<file path="src/rtl/rob_branch_chkpt_ctrl_if.sv">
// Bundle of the dispatch, execute, commit and ROB-facing signals of the
// branch-checkpoint controller.
//   master : environment side (dispatch, execute, retire and ROB models)
//   slave  : the controller itself
// Signal names follow the ROB/pipeline port names they connect to.
interface rob_branch_chkpt_ctrl_if #(
    parameter int DEPTH = 16,
    parameter int NCHK  = 4
);
    localparam int RW = $clog2(DEPTH);
    localparam int CW = $clog2(NCHK);

    logic          disp_valid_i;
    logic          disp_is_branch_i;
    logic          disp_ready_o;
    logic          rob_alloc_valid_o;
    logic          rob_alloc_ready_i;
    logic [RW-1:0] rob_chkpt_tail_i;
    logic [RW:0]   rob_chkpt_used_i;
    logic          mp_valid_i;
    logic [RW-1:0] mp_rob_index_i;
    logic [31:0]   mp_target_i;
    logic          mp_ready_o;
    logic          commit_valid_i;
    logic          commit_is_branch_i;
    logic          commit_ready_i;
    logic          rob_commit_ready_o;
    logic          rob_recover_o;
    logic [RW-1:0] rob_recover_tail_o;
    logic [RW:0]   rob_recover_used_o;
    logic          redirect_valid_o;
    logic [31:0]   redirect_pc_o;
    logic [CW:0]   chk_free_o;
    logic          err_nomatch_o;

    modport master (
        output disp_valid_i, disp_is_branch_i, rob_alloc_ready_i, rob_chkpt_tail_i,
               rob_chkpt_used_i, mp_valid_i, mp_rob_index_i, mp_target_i,
               commit_valid_i, commit_is_branch_i, commit_ready_i,
        input  disp_ready_o, rob_alloc_valid_o, mp_ready_o, rob_commit_ready_o,
               rob_recover_o, rob_recover_tail_o, rob_recover_used_o,
               redirect_valid_o, redirect_pc_o, chk_free_o, err_nomatch_o
    );

    modport slave (
        input  disp_valid_i, disp_is_branch_i, rob_alloc_ready_i, rob_chkpt_tail_i,
               rob_chkpt_used_i, mp_valid_i, mp_rob_index_i, mp_target_i,
               commit_valid_i, commit_is_branch_i, commit_ready_i,
        output disp_ready_o, rob_alloc_valid_o, mp_ready_o, rob_commit_ready_o,
               rob_recover_o, rob_recover_tail_o, rob_recover_used_o,
               redirect_valid_o, redirect_pc_o, chk_free_o, err_nomatch_o
    );
endinterface

</file>
<file path="src/rtl/rob_branch_chkpt_ctrl.sv">
// Branch-checkpoint controller between dispatch/execute and the ROB.
// Snapshots ROB tail/occupancy on every dispatched branch into a circular
// slot FIFO (program order), keeps each snapshot's occupancy current across
// commits, and on a mispredict drives a one-cycle ROB recover plus redirect.
// Ports:
//   clk_i  clock
//   rst_i  asynchronous reset, active-high
//   bus    rob_branch_chkpt_ctrl_if.slave (dispatch, mispredict, commit,
//          ROB alloc/commit/recover, redirect, free-slot count, error flag)
module rob_branch_chkpt_ctrl #(
    parameter int DEPTH = 16,
    parameter int NCHK  = 4
) (
    input logic                    clk_i,
    input logic                    rst_i,
    rob_branch_chkpt_ctrl_if.slave bus
);
    localparam int RW = $clog2(DEPTH);
    localparam int CW = $clog2(NCHK);

    typedef enum logic [1:0] {IDLE, RECOVER, SETTLE} state_t;

    state_t state_q, state_d;

    logic [NCHK-1:0]         slot_vld;
    logic [NCHK-1:0][RW-1:0] slot_idx;
    logic [NCHK-1:0][RW-1:0] slot_tail;
    logic [NCHK-1:0][RW:0]   slot_used;

    logic [CW-1:0] hptr, tptr, rec_slot, hit_slot;
    logic [CW:0]   cnt, keep_cnt;
    logic [31:0]   tgt;
    logic          err;
    logic          hit, alloc_ok, afire, awr, cfire, bcommit, mp_fire, recover;

    assign recover  = (state_q == RECOVER);
    assign alloc_ok = (state_q == IDLE) && !(bus.disp_is_branch_i && cnt == (CW+1)'(NCHK));
    assign afire    = bus.disp_valid_i && alloc_ok && bus.rob_alloc_ready_i;
    assign awr      = afire && bus.disp_is_branch_i;
    assign cfire    = bus.commit_valid_i && bus.commit_ready_i && !recover;
    assign bcommit  = cfire && bus.commit_is_branch_i;
    assign mp_fire  = (state_q == IDLE) && bus.mp_valid_i;

    // Slots kept after recovery: head through rec_slot inclusive.
    assign keep_cnt = {1'b0, rec_slot - hptr} + (CW+1)'(1);

    // CAM of the mispredict index against live slots.
    always_comb begin
        hit      = 1'b0;
        hit_slot = '0;
        for (int i = NCHK - 1; i >= 0; i--) begin
            if (slot_vld[i] && slot_idx[i] == bus.mp_rob_index_i) begin
                hit      = 1'b1;
                hit_slot = CW'(i);
            end
        end
    end

    always_comb begin
        state_d = state_q;
        case (state_q)
            IDLE:    if (mp_fire && hit) state_d = RECOVER;
            RECOVER: state_d = SETTLE;
            SETTLE:  state_d = IDLE;
            default: state_d = IDLE;
        endcase
    end

    always_ff @(posedge clk_i or posedge rst_i) begin
        if (rst_i) begin
            state_q   <= IDLE;
            slot_vld  <= '0;
            slot_idx  <= '0;
            slot_tail <= '0;
            slot_used <= '0;
            hptr      <= '0;
            tptr      <= '0;
            cnt       <= '0;
            rec_slot  <= '0;
            tgt       <= '0;
            err       <= 1'b0;
        end else begin
            state_q <= state_d;
            if (mp_fire && hit) begin
                rec_slot <= hit_slot;
                tgt      <= bus.mp_target_i;
            end
            if (mp_fire && !hit) err <= 1'b1;

            for (int i = 0; i < NCHK; i++) begin
                if (awr && tptr == CW'(i)) begin
                    // Snapshot is the ROB state right after the branch allocates.
                    slot_vld[i]  <= 1'b1;
                    slot_idx[i]  <= bus.rob_chkpt_tail_i;
                    slot_tail[i] <= bus.rob_chkpt_tail_i + RW'(1);
                    slot_used[i] <= bus.rob_chkpt_used_i + (RW+1)'(1) - (RW+1)'(cfire);
                end else if (recover) begin
                    // Drop slots younger than the mispredicted branch.
                    if ((CW'(i) - hptr) > (rec_slot - hptr)) slot_vld[i] <= 1'b0;
                end else begin
                    if (cfire && slot_vld[i]) slot_used[i] <= slot_used[i] - (RW+1)'(1);
                    if (bcommit && hptr == CW'(i)) slot_vld[i] <= 1'b0;
                end
            end

            if (recover) begin
                tptr <= rec_slot + CW'(1);
                cnt  <= keep_cnt;
            end else begin
                if (awr)     tptr <= tptr + CW'(1);
                if (bcommit) hptr <= hptr + CW'(1);
                cnt <= cnt + (CW+1)'(awr) - (CW+1)'(bcommit);
            end
        end
    end

    // A snapshot's occupancy can never be decremented below zero.
    always_ff @(posedge clk_i) begin
        if (!rst_i) begin
            for (int i = 0; i < NCHK; i++) begin
                if (cfire && slot_vld[i] && !(awr && tptr == CW'(i)))
                    assert (slot_used[i] != '0);
            end
        end
    end

    assign bus.rob_alloc_valid_o  = bus.disp_valid_i && alloc_ok;
    assign bus.disp_ready_o       = alloc_ok && bus.rob_alloc_ready_i;
    assign bus.rob_commit_ready_o = bus.commit_ready_i && !recover;
    assign bus.mp_ready_o         = (state_q == IDLE);
    assign bus.rob_recover_o      = recover;
    assign bus.rob_recover_tail_o = recover ? slot_tail[rec_slot] : '0;
    assign bus.rob_recover_used_o = recover ? slot_used[rec_slot] : '0;
    assign bus.redirect_valid_o   = recover;
    assign bus.redirect_pc_o      = tgt;
    assign bus.chk_free_o         = (CW+1)'(NCHK) - cnt;
    assign bus.err_nomatch_o      = err;
endmodule
</file>
<file path="src/flat_wrapper.sv">
// flat-port wrapper written by rule: the top's interface ports become plain ports
module rob_branch_chkpt_ctrl_flat 
#(
    parameter int DEPTH = 16,
    parameter int NCHK  = 4
)
  (clk_i, rst_i, bus_disp_valid_i, bus_disp_is_branch_i, bus_rob_alloc_ready_i, bus_rob_chkpt_tail_i, bus_rob_chkpt_used_i, bus_mp_valid_i, bus_mp_rob_index_i, bus_mp_target_i, bus_commit_valid_i, bus_commit_is_branch_i, bus_commit_ready_i, bus_disp_ready_o, bus_rob_alloc_valid_o, bus_mp_ready_o, bus_rob_commit_ready_o, bus_rob_recover_o, bus_rob_recover_tail_o, bus_rob_recover_used_o, bus_redirect_valid_o, bus_redirect_pc_o, bus_chk_free_o, bus_err_nomatch_o);
  rob_branch_chkpt_ctrl_if #(.DEPTH(DEPTH), .NCHK(NCHK)) bus_i ();
  input logic clk_i;
  input logic rst_i;
  input wire logic [$bits(bus_i.disp_valid_i)-1:0] bus_disp_valid_i;
  input wire logic [$bits(bus_i.disp_is_branch_i)-1:0] bus_disp_is_branch_i;
  input wire logic [$bits(bus_i.rob_alloc_ready_i)-1:0] bus_rob_alloc_ready_i;
  input wire logic [$bits(bus_i.rob_chkpt_tail_i)-1:0] bus_rob_chkpt_tail_i;
  input wire logic [$bits(bus_i.rob_chkpt_used_i)-1:0] bus_rob_chkpt_used_i;
  input wire logic [$bits(bus_i.mp_valid_i)-1:0] bus_mp_valid_i;
  input wire logic [$bits(bus_i.mp_rob_index_i)-1:0] bus_mp_rob_index_i;
  input wire logic [$bits(bus_i.mp_target_i)-1:0] bus_mp_target_i;
  input wire logic [$bits(bus_i.commit_valid_i)-1:0] bus_commit_valid_i;
  input wire logic [$bits(bus_i.commit_is_branch_i)-1:0] bus_commit_is_branch_i;
  input wire logic [$bits(bus_i.commit_ready_i)-1:0] bus_commit_ready_i;
  output wire logic [$bits(bus_i.disp_ready_o)-1:0] bus_disp_ready_o;
  output wire logic [$bits(bus_i.rob_alloc_valid_o)-1:0] bus_rob_alloc_valid_o;
  output wire logic [$bits(bus_i.mp_ready_o)-1:0] bus_mp_ready_o;
  output wire logic [$bits(bus_i.rob_commit_ready_o)-1:0] bus_rob_commit_ready_o;
  output wire logic [$bits(bus_i.rob_recover_o)-1:0] bus_rob_recover_o;
  output wire logic [$bits(bus_i.rob_recover_tail_o)-1:0] bus_rob_recover_tail_o;
  output wire logic [$bits(bus_i.rob_recover_used_o)-1:0] bus_rob_recover_used_o;
  output wire logic [$bits(bus_i.redirect_valid_o)-1:0] bus_redirect_valid_o;
  output wire logic [$bits(bus_i.redirect_pc_o)-1:0] bus_redirect_pc_o;
  output wire logic [$bits(bus_i.chk_free_o)-1:0] bus_chk_free_o;
  output wire logic [$bits(bus_i.err_nomatch_o)-1:0] bus_err_nomatch_o;
  assign bus_i.disp_valid_i = bus_disp_valid_i;
  assign bus_i.disp_is_branch_i = bus_disp_is_branch_i;
  assign bus_i.rob_alloc_ready_i = bus_rob_alloc_ready_i;
  assign bus_i.rob_chkpt_tail_i = bus_rob_chkpt_tail_i;
  assign bus_i.rob_chkpt_used_i = bus_rob_chkpt_used_i;
  assign bus_i.mp_valid_i = bus_mp_valid_i;
  assign bus_i.mp_rob_index_i = bus_mp_rob_index_i;
  assign bus_i.mp_target_i = bus_mp_target_i;
  assign bus_i.commit_valid_i = bus_commit_valid_i;
  assign bus_i.commit_is_branch_i = bus_commit_is_branch_i;
  assign bus_i.commit_ready_i = bus_commit_ready_i;
  assign bus_disp_ready_o = bus_i.disp_ready_o;
  assign bus_rob_alloc_valid_o = bus_i.rob_alloc_valid_o;
  assign bus_mp_ready_o = bus_i.mp_ready_o;
  assign bus_rob_commit_ready_o = bus_i.rob_commit_ready_o;
  assign bus_rob_recover_o = bus_i.rob_recover_o;
  assign bus_rob_recover_tail_o = bus_i.rob_recover_tail_o;
  assign bus_rob_recover_used_o = bus_i.rob_recover_used_o;
  assign bus_redirect_valid_o = bus_i.redirect_valid_o;
  assign bus_redirect_pc_o = bus_i.redirect_pc_o;
  assign bus_chk_free_o = bus_i.chk_free_o;
  assign bus_err_nomatch_o = bus_i.err_nomatch_o;
  rob_branch_chkpt_ctrl #(.DEPTH(DEPTH), .NCHK(NCHK)) u_core (.clk_i(clk_i), .rst_i(rst_i), .bus(bus_i));
endmodule
</file>
<file path="config.mk">
export PLATFORM = sky130hd
export DESIGN_NAME = rob_branch_chkpt_ctrl_flat
export DESIGN_NICKNAME = d
export VERILOG_FILES = /design/src/rtl/rob_branch_chkpt_ctrl_if.sv /design/src/rtl/rob_branch_chkpt_ctrl.sv /design/src/flat_wrapper.sv
export SDC_FILE = /design/constraint.sdc
export NUM_CORES = 1
export LEC_CHECK = 0
export BUFFER_PORTS_ARGS = -buffer_cell sky130_fd_sc_hd__buf_4
export CAP_MARGIN = 20
export CORE_UTILIZATION = 60
export CTS_BUF_LIST = sky130_fd_sc_hd__clkbuf_8
export DETAILED_ROUTE_END_ITERATION = 6
export PLACE_DENSITY = 0.86
export SLEW_MARGIN = 20
export SYNTH_ARGS = -nofsm -noshare
export SYNTH_HDL_FRONTEND = slang
export SYNTH_SLANG_ARGS = --single-unit
</file>
<file path="constraint.sdc">
create_clock -name clk_i -period 5.1 [get_ports clk_i]
set_input_delay 1.02 -clock clk_i [delete_from_list [all_inputs] [get_ports clk_i]]
set_output_delay 1.02 -clock clk_i [all_outputs]
set_load 0.01 [all_outputs]
</file>
Word level (Yosys, flattened, before mapping)
Index checks and enable logic that the tools add are counted.
- register bits after elaboration: 100
- bits of input ports: 54
- output and inout port bits: 51
- word-level logic and storage cells: 169
- $add $sub $neg: 19
- magnitude comparators: 5
- equal/unequal tests: 21
- mux-type cells: 47
- bitwise logic cells: 1
- reduce and logical (&&, ||, !) cells: 53
- operators with widths (operator ; number):
    two-way mux 5 bit ; 14
    logical AND 1 bit ; 29
    two-way mux 1 bit ; 20
    subtractor 5 x 1 -> 5 bit (second input constant) ; 4
    AND reduction 2 bit ; 9
    == test 4 bit ; 4
    two-way mux 2 bit ; 7
    inequality test 3 bit (second input constant) ; 4
    nonzero test 3 bit ; 4
    binary-select mux 5 bit (select 2 bit) ; 1
    nonzero test 2 bit ; 5
    binary-select mux 4 bit (select 2 bit) ; 1
    == test 2 bit (second input constant) ; 4
    greater-than comparator 2 bit ; 4
    two-way mux 4 bit ; 2
    inequality test 2 bit (second input constant) ; 4
    adder 2 x 1 -> 2 bit (second input constant) ; 3
    == test 2 x 1 -> 1 bit (second input constant) ; 3
    zero test 2 bit ; 3
    adder 5 x 1 -> 5 bit (second input constant) ; 1
    subtractor 5 x 1 -> 5 bit ; 1
    adder 4 x 1 -> 4 bit (second input constant) ; 1
    case mux 2 bit (2 select lines) ; 1
    subtractor 1 x 2 -> 2 bit (first input constant) ; 2
    12 further kinds ; 15

Depth between registers and ports, before layout
Gate-level depths: netlist of the first run.
- depth after elaboration: 10
- depth in mapped cells: 13
- gate-level depth less buffers: 10

Least setup slack after synthesis of the first run
OpenSTA, ideal clock, no wires.
- path type: input to register
- from: input bus_commit_ready_i
- to: register u_core.cnt[2]
- setup time: 0.136 ns
- data arrival time: 2.835 ns
- required time: 4.964 ns
- setup slack: 2.130 ns
- cell stages on the path: 11
- buffers on the path: 2
- path through: and3_1 -> buf_2 -> and2_1 -> buf_2 -> ha_1 -> inv_1 -> ha_1 -> fa_1 -> xnor2_1 -> xnor2_1 -> a21oi_1
- cells in the longest elaborated chain, start to end: 5
- RTL lines (element ; line ; text):
    start, declared ; flat_wrapper.sv:21 ; input wire logic [$bits(bus_i.commit_ready_i)-1:0] bus_commit_ready_i;
    logical AND 1 bit (2 in series) ; rob_branch_chkpt_ctrl.sv:40 ; assign cfire = bus.commit_valid_i && bus.commit_ready_i && !recover;
    logical AND 1 bit ; rob_branch_chkpt_ctrl.sv:41 ; assign bcommit = cfire && bus.commit_is_branch_i;
    subtractor 3 x 1 -> 3 bit ; rob_branch_chkpt_ctrl.sv:112 ; cnt <= cnt + (CW+1)'(awr) - (CW+1)'(bcommit);
    two-way mux 3 bit ; rob_branch_chkpt_ctrl.sv:106 ; if (recover) begin
    end signal, assigned ; rob_branch_chkpt_ctrl.sv:108 ; cnt <= keep_cnt;
    end signal, assigned ; rob_branch_chkpt_ctrl.sv:112 ;
    end, declared ; rob_branch_chkpt_ctrl.sv:31 ; logic [CW:0] cnt, keep_cnt;
No other way between the ends.
A chain may end at the register's enable or synchronous reset.

Worst setup path in the final report of the first run
- from: register u_core.rec_slot[0]
- to: output bus_rob_recover_tail_o[3]
- cells in the longest elaborated chain, start to end: 3
- RTL lines (element ; line ; text):
    start, declared ; rob_branch_chkpt_ctrl.sv:30 ; logic [CW-1:0] hptr, tptr, rec_slot, hit_slot;
    start signal, assigned ; rob_branch_chkpt_ctrl.sv:85 ; rec_slot <= hit_slot;
    binary-select mux 4 bit (select 2 bit) ; rob_branch_chkpt_ctrl.sv:132 ; assign bus.rob_recover_tail_o = recover ? slot_tail[rec_slot] : '0;
    two-way mux 4 bit (not written as such) ; rob_branch_chkpt_ctrl.sv:132 ;
    two-way mux 4 bit ; rob_branch_chkpt_ctrl.sv:132 ;
    end, declared ; flat_wrapper.sv:27 ; output wire logic [$bits(bus_i.rob_recover_tail_o)-1:0] bus_rob_recover_tail_o;
No other way between the ends. The select of a mux whose other input is x is not followed.

==> results of run 1 <==
[cell families after synthesis]
| logic type | count (synthesis) |
|---|---|
| xor+xnor | 40 |
| fa+ha+maj | 28 |
| simple gates | 121 |
| buf+inv | 54 |
| flops | 100 |
| mux | 56 |
| compound gates | 60 |
[where the power goes]
group | leakage (nW) | internal [mW] | switching, mW | total [mW]
clock | 0.103 | 0.250 | 0.266 | 0.516
sequential | 1.21 | 1.18 | 0.358 | 1.54
combinational | 1.70 | 0.943 | 0.739 | 1.68
[registers in the layout, indices dropped and copies added, names as in the netlist]
name and flops:
u_core.bus.redirect_pc_o 32, u_core.slot_used 20, u_core.slot_idx 16, u_core.slot_tail 16, u_core.slot_vld 4, u_core.cnt 3
u_core.hptr 2, u_core.rec_slot 2, u_core.state_q 2, u_core.tptr 2, u_core.bus.err_nomatch_o 1
[tightest hold or removal path: cells and delay by family (launching register included)]
family,cells,cell delay (ns)
flip-flops,1,0.36
AND/OR/NAND/NOR,2,0.11
[per-layer routing]
| metal | GRT usage | share of wire | vias to the layer above |
|---|---|---|---|
| li1 | - | - | 1733 |
| met1 | 0.365 | 0.41 | 1871 |
| met2 | 0.464 | 0.50 | 141 |
| met3 | 0.0513 | 0.065 | 28 |
| met4 | 0.0883 | 0.023 | 0 |
| met5 | 0 | 0 | - |
[cells in the final DEF, fill, tap and decap left out, types with 2 or more instances in the layout]
master / synthesis / final
inv_2: 2 / 2
nor2_1: 25 / 25
ha_1: 25 / 25
and2_1: 15 / 15
clkbuf_8: 0 / 11
mux2_4: 29 / 29
a211oi_1: 2 / 2
mux2_2: 16 / 16
buf_4: 2 / 106
a211o_1: 2 / 2
a31o_2: 4 / 4
nand2_1: 52 / 52
o21a_1: 3 / 3
a21oi_1: 21 / 21
fa_1: 3 / 3
xor2_1: 15 / 15
xnor2_1: 25 / 25
mux2_1: 2 / 2
o21ai_0: 22 / 22
inv_1: 32 / 32
dfrtp_1: 100 / 100
mux4_2: 9 / 9
nand2b_1: 3 / 3
nor4_1: 5 / 5
nand3_1: 6 / 6
nor4_2: 3 / 3
and3_1: 2 / 2
nor3_1: 4 / 4
[path summary, 6_finish.rpt]
kind                                                           end  slack (ns)  depth (start not counted)
setup / recovery                         bus_rob_recover_tail_o[3]        1.93                          3
hold / removal                    u_core.slot_tail[13]$_DFFE_PP0P_        0.49                          2
setup reg to reg                           u_core.cnt[2]$_DFF_PP0_        1.95                         10
hold reg to reg                   u_core.slot_tail[13]$_DFFE_PP0P_        0.49                          2
max in group asynchronous          u_core.slot_tail[6]$_DFFE_PP0P_        3.34                          3
min in group asynchronous  u_core.bus.redirect_pc_o[8]$_DFFE_PP0P_        0.80                          2
[layout make-up]
| cell class | count | area share |
|---|---|---|
| clock buffers | 11 | 0.0241 |
| clock inverters | 4 | 0.00795 |
| inverters | 34 | 0.0207 |
| multi-input cells | 305 | 0.402 |
| flip-flops and latches | 100 | 0.398 |
| well taps | 105 | 0.0209 |
| repair buffers | 106 | 0.126 |
==> impl_metrics.json, run 1 <==
{
  "core_sq_mm": 0.00838,
  "synth_top_family_by_area": "multiplexers",
  "post_dp_cell_area_sq_mm": 0.00609,
  "gp_congestion": 0.841,
  "worstReg2RegStart": "u_core.state_q[1]$_DFFE_PP0P_",
  "grt_pass1_wl_mm": 18.9,
  "synthTopCellsByCount": "dfrtp_1 (100), nand2_1 (52), inv_1 (32)",
  "cp-start-kind": "register",
  "htree_num_levels": 3,
  "synth_top_cells_by_area": "dfrtp_1 (47%), mux2_4 (8.2%), ha_1 (5.9%)",
  "final.fill_count": 570,
  "synth-async-reset-ratio": 1.00,
  "grt_start_max_net_pins": 64,
  "criticalPathCategory": "register to output port",
  "route.detailed.drc": 0,
  "path_clk_slew_ns": 0.09,
  "seq_area_sq_mm": 0.00250,
  "critPathMaxFanout": 13,
  "path_buf_inv": 1,
  "setup_viol": 0,
  "worstHoldStart": "u_core.slot_tail[13]$_DFFE_PP0P_",
  "ys_seq_elements": 100,
  "die_y_microns": 96.0,
  "dp_slack_ns": 1.90,
  "ys_types": 42,
  "postCtsHoldBufs": 0,
  "worstSkewPairLatency_ns": 0.36,
  "drt_wl_total_mm": 11.5,
  "worstPathCellList": "mux4_2, and2_1, buf_4",
  "cp_top_family": "flip-flops",
  "seq_area_frac_synth": 0.472,
  "drt_iter0_markers": 180,
  "synth_xor_area_frac": 0.0661,
  "rsz0062_at_grt": "false",
  "yosys.area_share.simple": 0.115,
  "synth_most_common_cell": "dfrtp_1",
  "tritoncts": "yes",
  "synth_compound_area_frac": 0.0668,
  "die-width_microns": 96.0,
  "firstDrtPassIters": 4,
  "fin_util": 0.751,
  "grt-ovfl-total": 0,
  "cap_viol_max_count": 0,
  "endpoint_kind": "output port",
  "synth_cells": 459,
  "holdWs_ns": 0.495,
  "drt-wirelength-per-cell_microns": 17.3,
  "die_area_sq_mm": 0.00921,
  "avgViaCountPerCell": 5.67,
  "dp.cells": 650,
  "syn_area_sq_mm": 0.00530,
  "placementRows": 33,
  "syn-num-nets": 541,
  "slew_violations": 0,
  "initial_core_util": 0.632,
  "route.vias.total": 3773,
  "numCtsBuffers": 9,
  "layoutNonFillerInstCount": 665,
  "yosysWarnings": 0,
  "ir_drop_v": 0.000357,
  "max-slew-margin-rel": 0.354,
  "critPathSlowestCell": "dfrtp_1",
  "cp-startpoint": "u_core.rec_slot[0]$_DFFE_PP0P_",
  "cts.sinks": 100,
  "drive_gt1_frac": 0.338,
  "post-dp-hpwl_mm": 8.25,
  "finalCriticalPeriod_ns": 3.17,
  "worst_slack_ns": 1.93,
  "cts_resized": 0,
  "power_mw": 3.73,
  "worstPathRequired_ns": 4.08,
  "io_pins": 105,
  "finalHoldViolations": 0,
  "fin_setup_tns_ns": 0,
  "fmax_ghz": 0.316,
  "area_growth_pct": 18.8,
  "synth_top_area_cell": "dfrtp_1",
  "grt_usage": 0.277,
  "grt_pass1_vias": 3955,
  "antenna_cells": 0,
  "tightestPinTransition_ns": 0.964,
  "synthFlopType": "dfrtp_1",
  "critical_path_arrival_ns": 2.15,
  "layout.nets": 638,
  "max_stage_delay_ns": 0.87,
  "multi_input_area_sq_mm": 0.00253,
  "yosysTopAreaCellShare": 0.472,
  "postCtsSetupBuffers": 0,
  "power_per_cell_area_mw_per_mm2": 593,
  "fin_crit_sh": 0.621,
  "p_leak_nw": 3.01,
  "hold_path.class": "register to register",
  "antenna_found_initial": 0,
  "drtAntennaViolNets": 0,
  "synth_fa_ha_area_frac": 0.0704,
  "synthMuxAreaShare": 0.159,
  "io_buffers": 104,
  "clockRootBuffer": "clkbuf_8",
  "max-clock-path-buffers": 2,
  "postLayoutCellArea_sq_mm": 0.00629,
  "avgSynthCellArea_sq_um": 11.5,
  "status": "complete, no violations",
  "finalClockSkew_ns": 0.0104,
  "synth_edf_count": 0
}
Power figures use the tool's default switching activity.
==> run 2, diff against run 1 <==
Settings changed: CORE_UTILIZATION 60 to 57, PLACE_DENSITY 0.86 to 0.82.
Clock period 5.1 ns to 3.1 ns, I/O delays scaled along.
==> run 2 against run 1 <==
  * Combinational power is 71% higher
  * Via count increased by 0.90%
  * Power rose by 70%
  * Worst hold slack got worse by 0.24 ns
  * Critical path depth is 7 higher
  * Die area is 5.1% higher
  * Clock skew decreased by 0.0017 ns
  * Wire length up 3.4%
  * Largest power group unchanged
  * Sequential power grew 60%
  * Critical endpoint is now u_core.cnt[2]$_DFF_PP0_
  * The run now ends with DRC left
==> impl_metrics.json, run 2 (synthesis results as in run 1) <==
{
  "path_clk_slew_ns": 0.09,
  "layout.nets": 651,
  "cp-start-kind": "register",
  "grt_pass1_wl_mm": 19.7,
  "io_buffers": 104,
  "die_area_sq_mm": 0.00968,
  "tritoncts": "yes",
  "finalCriticalPeriod_ns": 2.55,
  "placementRows": 34,
  "critical_path_arrival_ns": 2.79,
  "max_stage_delay_ns": 0.43,
  "worstPathCellList": "nand2b_1, and3_1, and2_1, ha_1, inv_1, ha_1, fa_1, xnor2_1, xnor2_1, a21oi_1",
  "htree_num_levels": 3,
  "violations": "DRC",
  "route.vias.total": 3807,
  "regToRegSetupSlack_ns": 0.55,
  "clockRootBuffer": "clkbuf_8",
  "cp_top_family": "adder cells",
  "seq_area_sq_mm": 0.00250,
  "worstReg2RegStart": "u_core.state_q[1]$_DFFE_PP0P_",
  "postCtsHoldBufs": 0,
  "die_y_microns": 98.4,
  "endpoint_kind": "register",
  "drt_wl_total_mm": 11.9,
  "drtAntennaViolNets": 0,
  "grt-ovfl-total": 0,
  "setup_viol": 0,
  "status": "finished with violations",
  "critPathSlowestCell": "dfrtp_1",
  "grt_pass1_vias": 4008,
  "core_sq_mm": 0.00885,
  "max-slew-margin-rel": 0.616,
  "holdWs_ns": 0.255,
  "critPathMaxFanout": 8,
  "firstDrtPassIters": 7,
  "initial_core_util": 0.599,
  "rsz0062_at_grt": "false",
  "drt_iter0_markers": 203,
  "r2r_cells": 10,
  "power_mw": 6.33,
  "layout_commonest_cell": "buf_4",
  "avgViaCountPerCell": 5.60,
  "final.fill_count": 588,
  "finalHoldViolations": 0,
  "hold_path.class": "primary input to async pin",
  "io_pins": 105,
  "postLayoutCellArea_sq_mm": 0.00644,
  "antenna_cells": 0,
  "drive_gt1_frac": 0.351,
  "path_buf_inv": 1,
  "p_leak_nw": 3.09,
  "grt_start_max_net_pins": 54,
  "finalClockSkew_ns": 0.00875,
  "power_per_cell_area_mw_per_mm2": 983,
  "antenna_found_initial": 0,
  "cts_resized": 0,
  "numCtsBuffers": 9,
  "fin_setup_tns_ns": 0,
  "route.detailed.drc": 1,
  "multi_input_area_sq_mm": 0.00253,
  "cap_viol_max_count": 0,
  "drt-wirelength-per-cell_microns": 17.5,
  "largest_reg_flops": 32,
  "fmax_ghz": 0.393,
  "worst_r2r_endpoint": "u_core.cnt[2]$_DFF_PP0_",
  "tightestPinTransition_ns": 0.577,
  "worstSkewPairLatency_ns": 0.37,
  "slew_violations": 0,
  "fin_crit_sh": 0.821,
  "post_dp_cell_area_sq_mm": 0.00618,
  "gp_congestion": 0.877,
  "max-clock-path-buffers": 2,
  "die-width_microns": 98.4,
  "cts.sinks": 100,
  "criticalPathCategory": "register to register",
  "grt_usage": 0.265,
  "post-dp-hpwl_mm": 8.63,
  "final_cell_mix": "buf_4 (118), dfrtp_1 (100), nand2_1 (52)",
  "area_growth_pct": 21.6,
  "worstPathRequired_ns": 3.35,
  "postCtsSetupBuffers": 0,
  "ir_drop_v": 0.000551,
  "fin_util": 0.728
}
## run 2: changes by cell type in the layout (fill, tap and decap cells not counted), sizes merged
cell,change
clkbuf,-1
bufinv,+2
buf,+13
inv,-2
## run 2: where the power goes
part | total (mW) | switching (mW) | leakage (nW) | internal (mW)
Clock | 0.993 | 0.442 | 0.118 | 0.551
Combinational | 2.88 | 1.29 | 1.76 | 1.58
Sequential | 2.46 | 0.519 | 1.21 | 1.94
Total | 6.33 | 2.26 | 3.09 | 4.08
## run 2: cell type report
class / instances / share of cell area
well taps: 108 / 0.0210
inverters: 34 / 0.0204
multi-input cells: 305 / 0.393
clock inverters: 4 / 0.0153
flip-flops and latches: 100 / 0.389
clock buffers: 10 / 0.0214
repair buffers: 119 / 0.141
## run 2: worst reg2reg max path, stage by stage (launching register included)
cell and delay [ns]:
dfrtp_1 0.43, nand2b_1 0.21, and3_1 0.21, and2_1 0.25
ha_1 0.31, inv_1 0.04, ha_1 0.18, fa_1 0.37
xnor2_1 0.21, xnor2_1 0.14, a21oi_1 0.09
## run 2: worst max path at each step
stage | start | end | slack, ns | depth (start not counted)
after floorplan | u_core.state_q[1]$_DFFE_PP0P_ | u_core.cnt[2]$_DFF_PP0_ | 0.44 | 13
after global placement | bus_commit_ready_i | u_core.cnt[2]$_DFF_PP0_ | 0.57 | 10
after detailed placement | bus_commit_ready_i | u_core.cnt[2]$_DFF_PP0_ | 0.48 | 10
after CTS | u_core.state_q[1]$_DFFE_PP0P_ | u_core.cnt[2]$_DFF_PP0_ | 0.55 | 10
after global routing | u_core.state_q[1]$_DFFE_PP0P_ | u_core.cnt[2]$_DFF_PP0_ | 0.41 | 10
final | u_core.state_q[1]$_DFFE_PP0P_ | u_core.cnt[2]$_DFF_PP0_ | 0.55 | 10
## run 2: through the flow
step	instances	worst slack, ns
after floorplan	459	0.443
after global placement	665	0.566
after detailed placement	665	0.481
after CTS	679	0.546
after global routing	680	0.413
final	680	0.555
## run 2: layer usage
layer | GRT usage | part of all wire | vias to the layer above | wire length [microns]
met5 | 0 | 0 | - | 0
met4 | 0.102 | 0.019 | 0 | 230
met3 | 0.0465 | 0.055 | 20 | 651
met2 | 0.458 | 0.51 | 118 | 6100
met1 | 0.334 | 0.41 | 1909 | 4940
li1 | - | - | 1760 | -
==> run 3, diff against run 2 <==
Clock period 3.1 ns to 2.4 ns, I/O delays scaled along.
==> run 3 against run 2 <==
  * The flow now finishes without violations
  * Global-route usage decreased by 0.41 points
  * Sequential share of layout area decreased by 0.79 points
  * Setup slack got worse by 0.44 ns
  * Critical path depth decreased by 3
  * Cell area increased by 2.1%
  * Critical endpoint is now u_core.slot_vld[0]$_DFFE_PP0P_
==> impl_metrics.json, run 3 (synthesis results as in run 1) <==
{
  "cp-startpoint": "u_core.rec_slot[0]$_DFFE_PP0P_",
  "postCtsHoldBufs": 0,
  "firstDrtPassIters": 6,
  "clockRootBuffer": "clkbuf_8",
  "antenna_found_initial": 0,
  "drtAntennaViolNets": 0,
  "holdWs_ns": 0.140,
  "route.detailed.drc": 0,
  "cap_viol_max_count": 0,
  "swShare": 0.364,
  "path_clk_slew_ns": 0.11,
  "layoutNonFillerInstCount": 685,
  "worstReg2RegStart": "u_core.rec_slot[0]$_DFFE_PP0P_",
  "endpoint_kind": "register",
  "die_y_microns": 98.4,
  "layout.nets": 654,
  "avgViaCountPerCell": 5.51,
  "ir_drop_v": 0.000680,
  "finalCriticalPeriod_ns": 2.29,
  "grt_pass1_wl_mm": 19.5,
  "finalClockSkew_ns": 0.0120,
  "cp-start-kind": "register",
  "max-clock-path-buffers": 2,
  "power.combinational.fraction": 0.471,
  "rsz0062_at_grt": "false",
  "fin_crit_sh": 0.953,
  "io_pins": 105,
  "final.fill_count": 590,
  "p_leak_nw": 3.11,
  "final_cell_mix": "buf_4 (114), dfrtp_1 (100), nand2_1 (52)",
  "worstSkewPairLatency_ns": 0.37,
  "largest_reg_flops": 32,
  "seqPwrFrac": 0.387,
  "clkPwrFrac": 0.142,
  "slew_violations": 0,
  "grt-ovfl-total": 0,
  "placementRows": 34,
  "grt_pass1_vias": 3933,
  "critPathMaxFanout": 4,
  "area_growth_pct": 24.1,
  "io_buffers": 104,
  "p_int_mw": 5.17,
  "die-width_microns": 98.4,
  "gp_congestion": 0.901,
  "drt-wirelength-per-cell_microns": 17.2,
  "max-slew-margin-rel": 0.660,
  "tritoncts": "yes",
  "antenna_cells": 0,
  "htree_num_levels": 3,
  "post-dp-hpwl_mm": 8.73,
  "dp.cells": 669,
  "setup_viol": 0,
  "postCtsSetupBuffers": 0,
  "drive_gt1_frac": 0.376,
  "core_sq_mm": 0.00885,
  "numCtsBuffers": 9,
  "grt_usage": 0.261,
  "finalHoldViolations": 0,
  "worstPathRequired_ns": 2.65,
  "route.vias.total": 3771,
  "cts.sinks": 100,
  "initial_core_util": 0.599,
  "p_sw_mw": 2.97,
  "layout_commonest_cell": "buf_4",
  "hold_path.class": "primary input to async pin",
  "grt_start_max_net_pins": 61,
  "drt_wl_total_mm": 11.8,
  "tightestPinTransition_ns": 0.509,
  "status": "complete, no violations",
  "die_area_sq_mm": 0.00968,
  "criticalPathCategory": "register to register",
  "fmax_ghz": 0.437,
  "power_per_cell_area_mw_per_mm2": 1240,
  "drt_iter0_markers": 169,
  "critical_path_arrival_ns": 2.54
}
==> run 3: final timing paths <==
kind,end,slack [ns],cells after the start
worst max register to register,u_core.slot_vld[0]$_DFFE_PP0P_,0.11,7
worst min register to register,u_core.bus.err_nomatch_o$_DFFE_PP0P_,0.49,1
max in group asynchronous,u_core.slot_used[0]$_DFFE_PP0P_,1.59,3
worst max-delay path,u_core.slot_vld[0]$_DFFE_PP0P_,0.11,7
min in group clk_i,u_core.bus.redirect_pc_o[14]$_DFFE_PP0P_,0.33,2
worst min-delay path,u_core.bus.redirect_pc_o[12]$_DFFE_PP0P_,0.14,2
==> run 3: layer usage <==
metal / GRT usage / wire [microns] / vias to the layer above
met5: 0 / 0 / -
met4: 0.0643 / 192 / 0
met3: 0.0659 / 929 / 17
met2: 0.460 / 6150 / 144
met1: 0.322 / 4510 / 1835
li1: - / - / 1775
==> run 3: worst max-delay path, stage by stage (launching register included) <==
cell     delay (ns)
dfrtp_1        0.38
inv_1          0.07
ha_1           0.24
fa_1           0.53
ha_1           0.35
a21oi_1        0.08
a211o_1        0.29
a31o_2         0.25
==> run 3: cell type report <==
class	instances	area (sq um)	share of cell area
inverters	34	135	0.0206
well taps	108	135	0.0206
multi-input cells	305	2590	0.394
clock inverters	6	77.6	0.0118
flip-flops and latches	100	2500	0.381
clock buffers	10	138	0.0209
repair buffers	122	998	0.152
==> run 3: power by group through the flow <==
stage | clock, mW | sequential, mW | combinational (mW)
CTS | 1.18 | 3.14 | 3.86
floorplan | 0 | 3.13 | 2.56
detailed placement | 0 | 3.15 | 3.84
global placement | 0 | 3.13 | 3.66
global route | 1.25 | 3.24 | 4.21
finish | 1.15 | 3.15 | 3.84
==> run 3: through the flow <==
| step | utilization | worst slack (ns) | TNS (ns) | power (mW) | instance area, sq um |
|---|---|---|---|---|---|
| after floorplan | - | -0.0393 | -0.0393 | 5.69 | 5370 |
| after global placement | 0.716 | 0.170 | 0 | 6.79 | 6340 |
| after detailed placement | 0.716 | 0.0974 | 0 | 6.99 | 6340 |
| after CTS | 0.741 | 0.0335 | 0 | 8.18 | 6560 |
| after global routing | 0.743 | 0.00578 | 0 | 8.70 | 6580 |
| final | 0.743 | 0.113 | 0 | 8.14 | 6580 |
==> run 3: timing repair <==
action                     CTS  global route
hold endpoints to repair     0             0
setup endpoints to repair    0            10
gates resized for setup      0             5
